$ cat src/rtl/winograd_conv7x3_if.sv
`default_nettype none
// ============================================================================
// Module      : winograd_conv7x3_if
// Description : Tile/result bus for the winograd_conv7x3 engine. The master
//               (tile buffer side) drives the 9-sample tile D; the slave
//               (convolution engine) drives the 7-element result Z.
//               d0 sits in the MSB field of D, y0 in the MSB field of Z.
// Revision    : 1.0 - initial release
// ============================================================================
interface winograd_conv7x3_if #(
    parameter int DW = 10
);
    logic [9*DW-1:0] D;
    logic [7*DW-1:0] Z;

    modport master (output D, input Z);
    modport slave  (input D, output Z);
endinterface
`default_nettype wire

$ cat src/rtl/winograd_conv7x3.sv
`default_nettype none
// ============================================================================
// Module      : winograd_conv7x3
// Description : Pipelined 1-D "valid" convolution of a 9-sample signed tile
//               with a compile-time 3-tap kernel (F(7,3) tile geometry):
//                   y_i = G0*d_i + G1*d_(i+1) + G2*d_(i+2), i = 0..6
//               Three register stages: tile capture, tap products, result.
//               One tile per clock, no handshake, synchronous active-high rst.
//               Build option: define WC_SAT_EN to saturate each y_i to the
//               DW-bit signed range instead of wrapping mod 2^DW.
// Revision    : 1.0 - initial release
// ============================================================================
module winograd_conv7x3 #(
    parameter int DW = 10,
    parameter int G0 = 1,
    parameter int G1 = 2,
    parameter int G2 = 1
) (
    input  wire logic               clk,
    input  wire logic               rst,
    winograd_conv7x3_if.slave       bus
);

    // Internal precision: |tap| <= 15 needs 4 magnitude bits per product and
    // the three-term sum needs 2 more, so DW+6 never overflows.
    localparam int PW = DW + 6;

    localparam logic signed [PW-1:0] c_G0 = PW'(G0);
    localparam logic signed [PW-1:0] c_G1 = PW'(G1);
    localparam logic signed [PW-1:0] c_G2 = PW'(G2);

`ifdef WC_SAT_EN
    localparam logic signed [PW-1:0] c_MAX = PW'((2 ** (DW - 1)) - 1);
    localparam logic signed [PW-1:0] c_MIN = PW'(-(2 ** (DW - 1)));
`endif

    logic signed [DW-1:0] r_d  [9];
    logic signed [PW-1:0] r_p0 [7];
    logic signed [PW-1:0] r_p1 [7];
    logic signed [PW-1:0] r_p2 [7];
    logic        [7*DW-1:0] r_z;
    logic        [DW-1:0]   w_y  [7];

    // Stage 1: capture the incoming tile, unpacking d0 from the MSB field.
    always_ff @(posedge clk) begin
        for (int k = 0; k < 9; k++) begin
            if (rst) begin
                r_d[k] <= '0;
            end else begin
                r_d[k] <= bus.D[(8-k)*DW +: DW];
            end
        end
    end

    // Stage 2: register the three sign-extended tap products of each output.
    always_ff @(posedge clk) begin
        for (int i = 0; i < 7; i++) begin
            if (rst) begin
                r_p0[i] <= '0;
                r_p1[i] <= '0;
                r_p2[i] <= '0;
            end else begin
                r_p0[i] <= PW'(r_d[i])   * c_G0;
                r_p1[i] <= PW'(r_d[i+1]) * c_G1;
                r_p2[i] <= PW'(r_d[i+2]) * c_G2;
            end
        end
    end

    // Full-precision sum of the products, reduced to DW bits.
    generate
        for (genvar gi = 0; gi < 7; gi++) begin : g_out
`ifdef WC_SAT_EN
            logic signed [PW-1:0] w_sum;
            assign w_sum   = r_p0[gi] + r_p1[gi] + r_p2[gi];
            assign w_y[gi] = (w_sum > c_MAX) ? DW'(c_MAX) :
                             (w_sum < c_MIN) ? DW'(c_MIN) :
                                               w_sum[DW-1:0];
`else
            assign w_y[gi] = DW'(r_p0[gi] + r_p1[gi] + r_p2[gi]);
`endif
        end
    endgenerate

    // Stage 3: register the results, y0 into the MSB field of Z.
    always_ff @(posedge clk) begin
        if (rst) begin
            r_z <= '0;
        end else begin
            for (int i = 0; i < 7; i++) begin
                r_z[(6-i)*DW +: DW] <= w_y[i];
            end
        end
    end

    assign bus.Z = r_z;

endmodule
`default_nettype wire

$ cat src/flat_wrapper.sv
// flat-port wrapper written by rule: the top's interface ports become plain ports
module winograd_conv7x3_flat 
#(
    parameter int DW = 10,
    parameter int G0 = 1,
    parameter int G1 = 2,
    parameter int G2 = 1
)
  (clk, rst, bus_D, bus_Z);
  winograd_conv7x3_if #(.DW(DW)) bus_i ();
  input  wire logic clk;
  input  wire logic rst;
  input wire logic [$bits(bus_i.D)-1:0] bus_D;
  output wire logic [$bits(bus_i.Z)-1:0] bus_Z;
  assign bus_i.D = bus_D;
  assign bus_Z = bus_i.Z;
  winograd_conv7x3 #(.DW(DW), .G0(G0), .G1(G1), .G2(G2)) u_core (.clk(clk), .rst(rst), .bus(bus_i));
endmodule
$ cat config.mk
export PLATFORM = sky130hd
export DESIGN_NAME = winograd_conv7x3_flat
export DESIGN_NICKNAME = d
export VERILOG_FILES = /design/src/rtl/winograd_conv7x3_if.sv /design/src/rtl/winograd_conv7x3.sv /design/src/flat_wrapper.sv
export SDC_FILE = /design/constraint.sdc
export NUM_CORES = 1
export LEC_CHECK = 0
export BUFFER_PORTS_ARGS = -buffer_cell sky130_fd_sc_hd__buf_2
export CORE_ASPECT_RATIO = 1.4
export CORE_MARGIN = 2
export CORE_UTILIZATION = 44
export CTS_CLUSTER_DIAMETER = 50
export CTS_CLUSTER_SIZE = 25
export DETAILED_ROUTE_END_ITERATION = 16
export SYNTH_ARGS = -nofsm -noshare
export SYNTH_HDL_FRONTEND = slang
export SYNTH_SLANG_ARGS = --single-unit
$ cat constraint.sdc
create_clock -name clk -period 7.8 [get_ports clk]
set_input_delay 0 -clock clk [delete_from_list [all_inputs] [get_ports clk]]
set_output_delay 0 -clock clk [all_outputs]
set_load 0.02 [all_outputs]
---- After elaboration in Yosys (flattened, before gate mapping) ----
Memory sizes are Yosys's and may differ from the RTL's.
Cells that the tools add are included.
storage, ports and cells
  register bits ........................... 70
  bits in writable memories ............... 419
  input port bits ......................... 92
  output and inout bits ................... 70
  logic and storage cells ................. 82
  memories kept ........................... 4
memories
  name         words  width  read ports  clocked after Yosys merged registers in  write ports  RTL line                text
  u_core.r_p0  7      16     7           0                                        7            winograd_conv7x3.sv:38  logic signed [PW-1:0] r_p0 [7];
  u_core.r_p2  7      16     7           0                                        7            winograd_conv7x3.sv:40  logic signed [PW-1:0] r_p2 [7];
  u_core.r_p1  7      15     7           0                                        7            winograd_conv7x3.sv:39  logic signed [PW-1:0] r_p1 [7];
  u_core.r_d   9      10     9           0                                        9            winograd_conv7x3.sv:37  logic signed [DW-1:0] r_d [9];
cells by class
  add/subtract/negate cells ............... 14
  multiplexer cells ....................... 33
  bitwise gates (word level) .............. 30
operators with widths
  kind                number
  two-way mux 16 bit  14
  adder 10 bit        14
  two-way mux 15 bit  7
  two-way mux 10 bit  9
  OR 1 bit            30
  two-way mux 1 bit   3

---- Logic depth before layout (Yosys ltp) ----
Gate-level depths: netlist of run 1.
  word-level depth ........................ 3
  gate-level depth with buffers ........... 10
  mapped depth without buffers ............ 10

---- Least setup slack after synthesis of run 1 ----
No wires, ideal clock.
  path type ............................... reg2reg
  start ................................... mem u_core.r_p1[0][46] (netlist bit)
  end ..................................... reg u_core.r_z[49], in the netlist u_core.bus.Z[49]
  setup time .............................. 0.128 ns
  data arrival time ....................... 2.486 ns
  required time ........................... 7.672 ns
  setup slack ............................. 5.186 ns
  stages on the path, launching flop included .. 11
  buffers on the path ..................... 0
  clock period less this slack ............ 2.614 ns
  path through ............................ dfxtp_1 -> inv_1 -> fa_1 -> inv_1 -> ha_1 -> fa_1 -> a211oi_1 -> o21bai_1 -> a31oi_1 -> xnor2_1 -> nor2_1
RTL lines
  item                           RTL line                text
  start, declared                winograd_conv7x3.sv:39
  end signal, assigned by index  winograd_conv7x3.sv:91  r_z[(6-i)*DW +: DW] <= w_y[i];
  end, declared                  winograd_conv7x3.sv:41  logic [7*DW-1:0] r_z;

==> results of run 1 <==
==> placed cells by master (no fill, tap or decap), types with 2 or more instances in the layout <==
| cell | netlist | layout |
|---|---|---|
| inv_16 | 0 | 2 |
| inv_1 | 18 | 18 |
| xor2_1 | 22 | 22 |
| o21ai_0 | 12 | 12 |
| clkbuf_16 | 0 | 17 |
| ha_1 | 63 | 63 |
| a31oi_1 | 4 | 4 |
| o21ai_1 | 9 | 9 |
| a21o_1 | 13 | 13 |
| fa_1 | 63 | 63 |
| clkinv_8 | 0 | 2 |
| nor3_1 | 18 | 18 |
| inv_8 | 0 | 3 |
| a21oi_1 | 14 | 14 |
| nand2b_1 | 4 | 4 |
| xnor2_1 | 29 | 29 |
| or3_1 | 7 | 7 |
| o221a_1 | 2 | 2 |
| a211oi_1 | 26 | 26 |
| buf_2 | 2 | 160 |
| nor2b_1 | 202 | 202 |
| o21bai_1 | 17 | 17 |
| dfxtp_1 | 250 | 250 |
| o22ai_1 | 7 | 7 |
| o21a_1 | 19 | 19 |
| dlygate4sd3_1 | 0 | 90 |
| nor2_1 | 46 | 46 |
==> power breakdown <==
part	internal (W)	total [W]	switching (W)
logic	0.000179	0.000376	0.000197
clock network	0.000442	0.000924	0.000482
registers	0.00135	0.00139	0.0000408
total	0.00197	0.00269	0.000719
==> worst min path at each step <==
stage	start	endpoint	slack, ns
final	rst	u_core.r_d[3][5]	0.12
after global routing	rst	u_core.r_d[7][5]	0.19
after CTS	rst	u_core.r_d[3][8]	0.14
after detailed placement	bus_D[55]	u_core.r_d[3][5]	0.21
after global placement	bus_D[81]	u_core.r_d[0][1]	0.21
after floorplan	bus_D[80]	u_core.r_d[0][0]	0.13
==> through the flow <==
step                      hold WS [ns]  setup WS, ns  utilization [%]  std cells
after CTS                        0.138          4.86             56.3       1433
after global routing             0.186          4.69             56.3       1433
after floorplan                  0.128          5.19                -        880
after global placement           0.208          4.98             49.8       1315
final                            0.115          4.86             56.3       1433
after detailed placement         0.212          4.87             49.8       1315
==> sequential cells by signal, indices dropped and copies added (netlist names) <==
name / flops
u_core.bus.Z: 70
u_core.r_p1: 40
u_core.r_d: 90
u_core.r_p2: 40
u_core.r_p0: 10
==> cell type report <==
class | count | area, sq um
well taps | 301 | 377
flip-flops and latches | 250 | 5000
clock buffers | 18 | 439
inverters | 18 | 67.6
fillers | 2039 | 9870
clock inverters | 10 | 131
repair buffers | 252 | 1720
multi-input cells | 584 | 5000
==> metal layers <==
layer	vias up	track usage [%]	wire, um
met5	-	0	0
li1	3379	-	-
met1	3040	22.9	9790
met2	142	30.2	10400
met3	34	2.73	901
met4	0	6.49	697
==> critical path, delay by kind of cell (launching register included) <==
kind | cells | cell delay [ns]
AO/OA/AOI/OAI | 3 | 0.74
XOR/XNOR | 1 | 0.15
adder cells (fa/ha/maj) | 3 | 1.23
buffers and inverters | 2 | 0.14
flip-flops | 1 | 0.45
AND/OR/NAND/NOR | 1 | 0.05
==> logic make-up after synthesis <==
family,after synthesis
AO/OA/AOI/OAI,126
XOR/XNOR,52
flip-flops,250
AND/OR/NAND/NOR,280
adder cells (fa/ha/maj),126
buffers and inverters,46
==> results.tsv, run 1 <==
stage	metric	value	unit
clock_tree	Num CTS Buffers	17	
synthesis	Compound-Gate Fraction of Synth Area	8.48	%
synthesis	Distinct cells, synth	31	
worst_setup_path	worst setup path start	u_core.r_p1[0][46]	
synthesis	synth cell count leaders	dfxtp_1 (250), nor2b_1 (202), fa_1 (63), ha_1 (63), nor2_1 (46)	
synthesis	Adder-Cell Fraction of Synth Area	20.1	%
power_and_ir_drop	VDD IR-drop max	149	uV
floorplan	Initial Util	45.0	%
clock_tree	Root Buffer	clkbuf_16	
clock_tree	CTS clk-pin slew, worst paths	0.09	ns
job	max_cap viols	0	
sta	Tightest Pin Transition	1.08	ns
worst_setup_path	reg2reg end	u_core.bus.Z[49]	
layout	design area	12700	sq um
synthesis	Post-Syn Nets	1098	
layout	layout cell share with drive strength beyond 1	17.1	%
sta	Final min period	2.94	ns
detailed_routing	Detail Route Antenna Nets	0	
synthesis	post-synth top area share	49.2	%
clock_tree	Worst-Skew Late Latency	0.50	ns
grt	GRT Util Overall	17.7	%
hold_path	hold path depth	2	
synthesis	asr flop ratio synth	0	%
synthesis	largest family of logic cells by synthesized area	adder cells	
hold_path	Worst Hold Class	primary input to register	
clock_tree	post-cts resize count	0	
sta	Rel. slew slack	27.9	%
clock_tree	CTS tree	yes	
detailed_routing	drt drc	0	
floorplan	# rows	65	
synthesis	Seq/Total Area, Yosys	49.2	%
detailed_routing	Vias	6595	
worst_setup_path	CP arrival	3.28	ns
placed_design	Port-buffer cells	161	
worst_setup_path	CP Capture Type	register	
clock_tree	deepest clock path buffer count	3	
grt	vias in the first global route	6550	
sta	Slew Limit Fails	0	
grt	largest net degree at the start of global routing	163	
worst_setup_path	CP Class	register to register	
worst_setup_path	worst stage delay on the critical path	0.54	ns
worst_setup_path	slowest cell on the critical path	fa_1	
placed_design	GP Congestion	0.845	
clock_tree	Hold Buf Count CTS	90	
synthesis	Seq cells post-synth	250	
detailed_routing	starting DRC count in detailed routing	310	
floorplan	Die ar.	24400	sq um
sta	setup tns final	0	ns
synthesis	Post-Syn Area per Cell	11.6	sq um
worst_setup_path	R2R setup slack	4.86	ns
floorplan	io pins	162	
grt	first-pass GRT wire length	33.8	mm
placed_design	placed cell areas	11300	sq um
floorplan	core area	22600	sq um
synthesis	XOR/XNOR Fraction of Synth Area	4.55	%
detailed_routing	vias per cell	4.60	
worst_setup_path	nature of the critical path startpoint	register	
synthesis	Post-Syn Area	10200	sq um
sta	Final period util	37.7	%
layout	nets	1341	
floorplan	chip height	184	um
synthesis	mux cell area share after synthesis	0	%
power_and_ir_drop	total power	0.00269	W
clock_tree	H-Tree Depth	1	
worst_setup_path	crit path to	u_core.bus.Z[49]	
sta	Max Freq	340	MHz
synthesis	Yosys warning count	0	
synthesis	cell count after synthesis	880	
grt	antenna violations before repair	0	
power_and_ir_drop	Leakage	5.83	nW
synthesis	Post-synth EDFFs	0	
worst_setup_path	Crit Path Max Fanout	3	
sta	Fin. Hold Viols	0	
run_status	outcome	finished, final reports clean	
power_and_ir_drop	Pwr Density	211	nW/um^2
placed_design	HPWL after detailed placement	16.2	mm
clock_tree	clk sinks	250	
clock_tree	post-CTS setup buffers	0	
layout	ant diodes	0	
sta	Clock Skew	0.0188	ns
sta	Finish-stage setup viols	0	
worst_setup_path	CP required	8.14	ns
synthesis	count leader, synth	dfxtp_1	
worst_setup_path	critical-path cell list	inv_1 > fa_1 > inv_1 > ha_1 > fa_1 > a211oi_1 > o21bai_1 > a31oi_1 > xnor2_1 > nor2_1	
detailed_routing	Total Wirelength	21.8	mm
detailed_routing	Initial DRT Pass Iterations	4	
layout	Synth-to-Final Area Change	25.2	%
detailed_routing	Avg WL per Cell	15.2	um
synthesis	ys flop type	dfxtp_1	
sta	RSZ-0062 raised after global routing	no	
floorplan	Die Span X	133	um
worst_setup_path	r2r worst-path depth	10	
synthesis	Simple-Gate Fraction of Synth Area	15.9	%
grt	GRT overflow	0	
synthesis	Synth area leaders	dfxtp_1 (49%), nor2b_1 (12%), fa_1 (12%)	
synthesis	cell taking the most area after synthesis	dfxtp_1	
worst_setup_path	reg2reg start	u_core.r_p1[0][46]	
Note: power is estimated with default switching activity, not from simulation.
==> run 2, diff against run 1 <==
--- a/config.mk
+++ b/config.mk
@@ -12,6 +12,7 @@
 export CTS_CLUSTER_DIAMETER = 50
 export CTS_CLUSTER_SIZE = 25
 export DETAILED_ROUTE_END_ITERATION = 16
+export PLACE_DENSITY = 0.67
 export SYNTH_ARGS = -nofsm -noshare
 export SYNTH_HDL_FRONTEND = slang
 export SYNTH_SLANG_ARGS = --single-unit
==> constraint.sdc (replaced) <==
create_clock -name clk -period 2.46 [get_ports clk]
set_input_delay 0 -clock clk [delete_from_list [all_inputs] [get_ports clk]]
set_output_delay 0 -clock clk [all_outputs]
set_load 0.02 [all_outputs]
==> run 2 against run 1 <==
Compared with the run above:
- the flow now finishes with violations (negative setup slack)
- wire length up 4.7%
- final area grew 6.7%
- maximum frequency grew 19%
- sequential power rose to 3.2 times the previous value
- count of clock-buffer cells in the layout unchanged
- final cell count up 5.2%
- total power rose to 3.2 times the previous value
- critical path depth is the same
- via count grew 5.5%
- non-clock buffer count increased by 74
- sequential cell count did not move
==> results.tsv, run 2 (synthesis results as in run 1) <==
stage	metric	value	unit	change
run_status	outcome	complete, but fails checks		
run_status	failing checks	negative setup slack		
clock_tree	Num CTS Buffers	17		unchanged
floorplan	# rows	65		unchanged
layout	Top reg by flops	u_core.r_d		
worst_setup_path	Crit Path Max Fanout	2		-1
grt	M2 GR Usage	31.8	%	+1.6 points
detailed_routing	Initial DRT Pass Iterations	4		unchanged
detailed_routing	Total Wirelength	22.8	mm	+4.7%
worst_setup_path	CP Capture Type	register		
floorplan	io pins	162		unchanged
placed_design	HPWL after detailed placement	17.0	mm	+4.8%
placed_design	DP Cell Count	1349		+2.6%
worst_setup_path	worst setup path start	u_core.r_p2[1][1]		
placed_design	Port-buffer cells	161		unchanged
layout	max reg flops	90		unchanged
sta	Final period util	100	%	+62 points
detailed_routing	Avg WL per Cell	15.2	um	-0.40%
layout	fillcell total	1911		-6.3%
sta	Max Freq	406	MHz	+19%
sta	Slew Limit Fails	0		unchanged
clock_tree	deepest clock path buffer count	3		unchanged
worst_setup_path	worst stage delay on the critical path	0.43	ns	-0.11 ns
worst_setup_path	crit path to	u_core.bus.Z[27]		
job	max_cap viols	0		unchanged
worst_setup_path	nature of the critical path startpoint	register		
clock_tree	H-Tree Depth	1		unchanged
clock_tree	clk sinks	250		unchanged
worst_setup_path	reg2reg end	u_core.bus.Z[27]		
worst_setup_path	CP required	2.84	ns	-5.30 ns
layout	nets	1415		+5.5%
floorplan	Die Span X	133	um	unchanged
sta	Final min period	2.46	ns	-0.478 ns
layout	design area	13600	sq um	+6.7%
sta	Clock Skew	0.0189	ns	+0.0000683 ns
sta	Setup WS post-layout	-0.00282	ns	-4.86 ns
hold_path	Worst Hold Class	primary input to register		
detailed_routing	vias per cell	4.62		+0.28%
floorplan	Die ar.	24400	sq um	unchanged
sta	Finish-stage setup viols	1		+1
layout	layout cell share with drive strength beyond 1	24.5	%	+7.3 points
power_and_ir_drop	Pwr Density	635	nW/um^2	+200%
layout	ant diodes	0		unchanged
grt	antenna violations before repair	0		unchanged
sta	RSZ-0062 raised after global routing	yes		
detailed_routing	starting DRC count in detailed routing	269		-13%
layout	commonest non-fill, non-tap cell in the layout	dfxtp_1		
grt	vias in the first global route	6923		+5.7%
grt	met1 Use GR	24.0	%	+1.1 points
grt	GRT overflow	0		unchanged
worst_setup_path	reg2reg start	u_core.r_p2[1][1]		
grt	GRT Util Overall	18.3	%	+0.60 points
hold_path	hold wc startpoint	bus_D[44]		
power_and_ir_drop	Leakage	6.24	nW	+7.1%
worst_setup_path	r2r worst-path depth	10		unchanged
placed_design	GP Congestion	0.839		-0.73%
grt	GR peak layer	met2		
worst_setup_path	R2R setup slack	-0.003	ns	-4.86 ns
floorplan	chip height	184	um	unchanged
layout	Synth-to-Final Area Change	33.5	%	
worst_setup_path	slowest cell on the critical path	fa_1		
grt	met3 Usage GRT	2.45	%	-0.28 points
worst_setup_path	CP arrival	2.85	ns	-0.43 ns
sta	Fin. Hold Viols	0		unchanged
worst_setup_path	Crit path top cell by count	buf_4		
grt	first-pass GRT wire length	35.1	mm	+4.1%
detailed_routing	drt drc	0		unchanged
clock_tree	CTS clk-pin slew, worst paths	0.09	ns	about the same
clock_tree	Worst-Skew Late Latency	0.50	ns	about the same
power_and_ir_drop	VDD IR-drop max	481	uV	+220%
floorplan	core area	22600	sq um	unchanged
clock_tree	Root Buffer	clkbuf_16		
clock_tree	CTS tree	yes		
sta	Rel. slew slack	66.7	%	+39 points
detailed_routing	Vias	6955		+5.5%
layout	Post-Layout Cell Count	1507		+5.2%
layout	most frequent cells in the layout	dfxtp_1 (234), nor2b_1 (201), buf_2 (160)		
sta	setup tns final	-0.00282	ns	-0.00282 ns
sta	Tightest Pin Transition	0.500	ns	-0.581 ns
floorplan	Initial Util	45.0	%	unchanged
detailed_routing	Detail Route Antenna Nets	0		unchanged
placed_design	placed cell areas	11600	sq um	+2.6%
worst_setup_path	CP Class	register to register		
worst_setup_path	critical-path cell list	buf_4 > fa_1 > ha_2 > fa_2 > a211oi_2 > buf_4 > o21bai_1 > a21oi_1 > xor2_1 > nor2_1		
grt	largest net degree at the start of global routing	71		-56%
-- run 2: changes by cell type in the layout (fill, tap and decap cells not counted), sizes merged --
cell         before  now
clkinv            3    2
buf             162  204
dlygate4sd3      90  122
inv              24   25
-- run 2: power by group --
group          internal (W)  switching (W)  total, W
clock network       0.00139        0.00151   0.00290
registers           0.00429       0.000126   0.00441
logic              0.000645       0.000670   0.00131
total               0.00632        0.00230   0.00863
-- run 2: through the flow --
stage | power (W) | util (%) | hold WS (ns) | setup WS [ns]
after floorplan | 0.00521 | - | 0.128 | 0.000216
after global placement | 0.00563 | 51.1 | 0.216 | -0.0387
after detailed placement | 0.00564 | 51.1 | 0.212 | -0.115
after CTS | 0.00867 | 59.2 | 0.219 | 0.00127
after global routing | 0.00901 | 60.1 | 0.243 | -0.109
final | 0.00863 | 60.1 | 0.232 | -0.00282
-- run 2: what timing repair did --
action | 4_1_cts | 5_1_grt
buffers inserted | 2 | 6
pin swaps | 17 | 47
setup endpoints to repair | 13 | 27
hold buffers | 122 | 0
cloned | 0 | 0
gates resized for setup | 12 | 50
hold endpoints to repair | 122 | 0
-- run 2: cell type report --
cell class	count	area, sq um	area share (%)
multi-input combinational	584	5180	38.1
sequential	250	5030	37.0
timing repair buffer	326	2380	17.5
clock buffer	18	439	3.23
tap	301	377	2.77
clock inverter	10	116	0.857
inverter	18	67.6	0.497
-- run 2: per-layer routing --
layer  wire (um)  part of all wire [%]
met5           0                     0
met2       11000                    48
met3        1170                   5.1
met4         534                   2.3
met1       10100                    44
-- run 2: critical path, delay by kind of cell, from the launching register on --
kind	cells	cell delay (ns)
XOR/XNOR	1	0.16
flip-flops	1	0.33
AO/OA/AOI/OAI	3	0.51
AND/OR/NAND/NOR	1	0.05
buffers and inverters	2	0.29
adder cells (fa/ha/maj)	3	0.99
-- run 2: how the worst min path moves through the flow --
stage / end / depth (start not counted)
floorplan: u_core.r_d[0][0] / 1
global placement: u_core.r_d[8][2] / 2
detailed placement: u_core.r_d[8][9] / 2
CTS: u_core.r_d[4][4] / 3
global route: u_core.r_d[8][9] / 3
finish: u_core.r_d[4][4] / 3
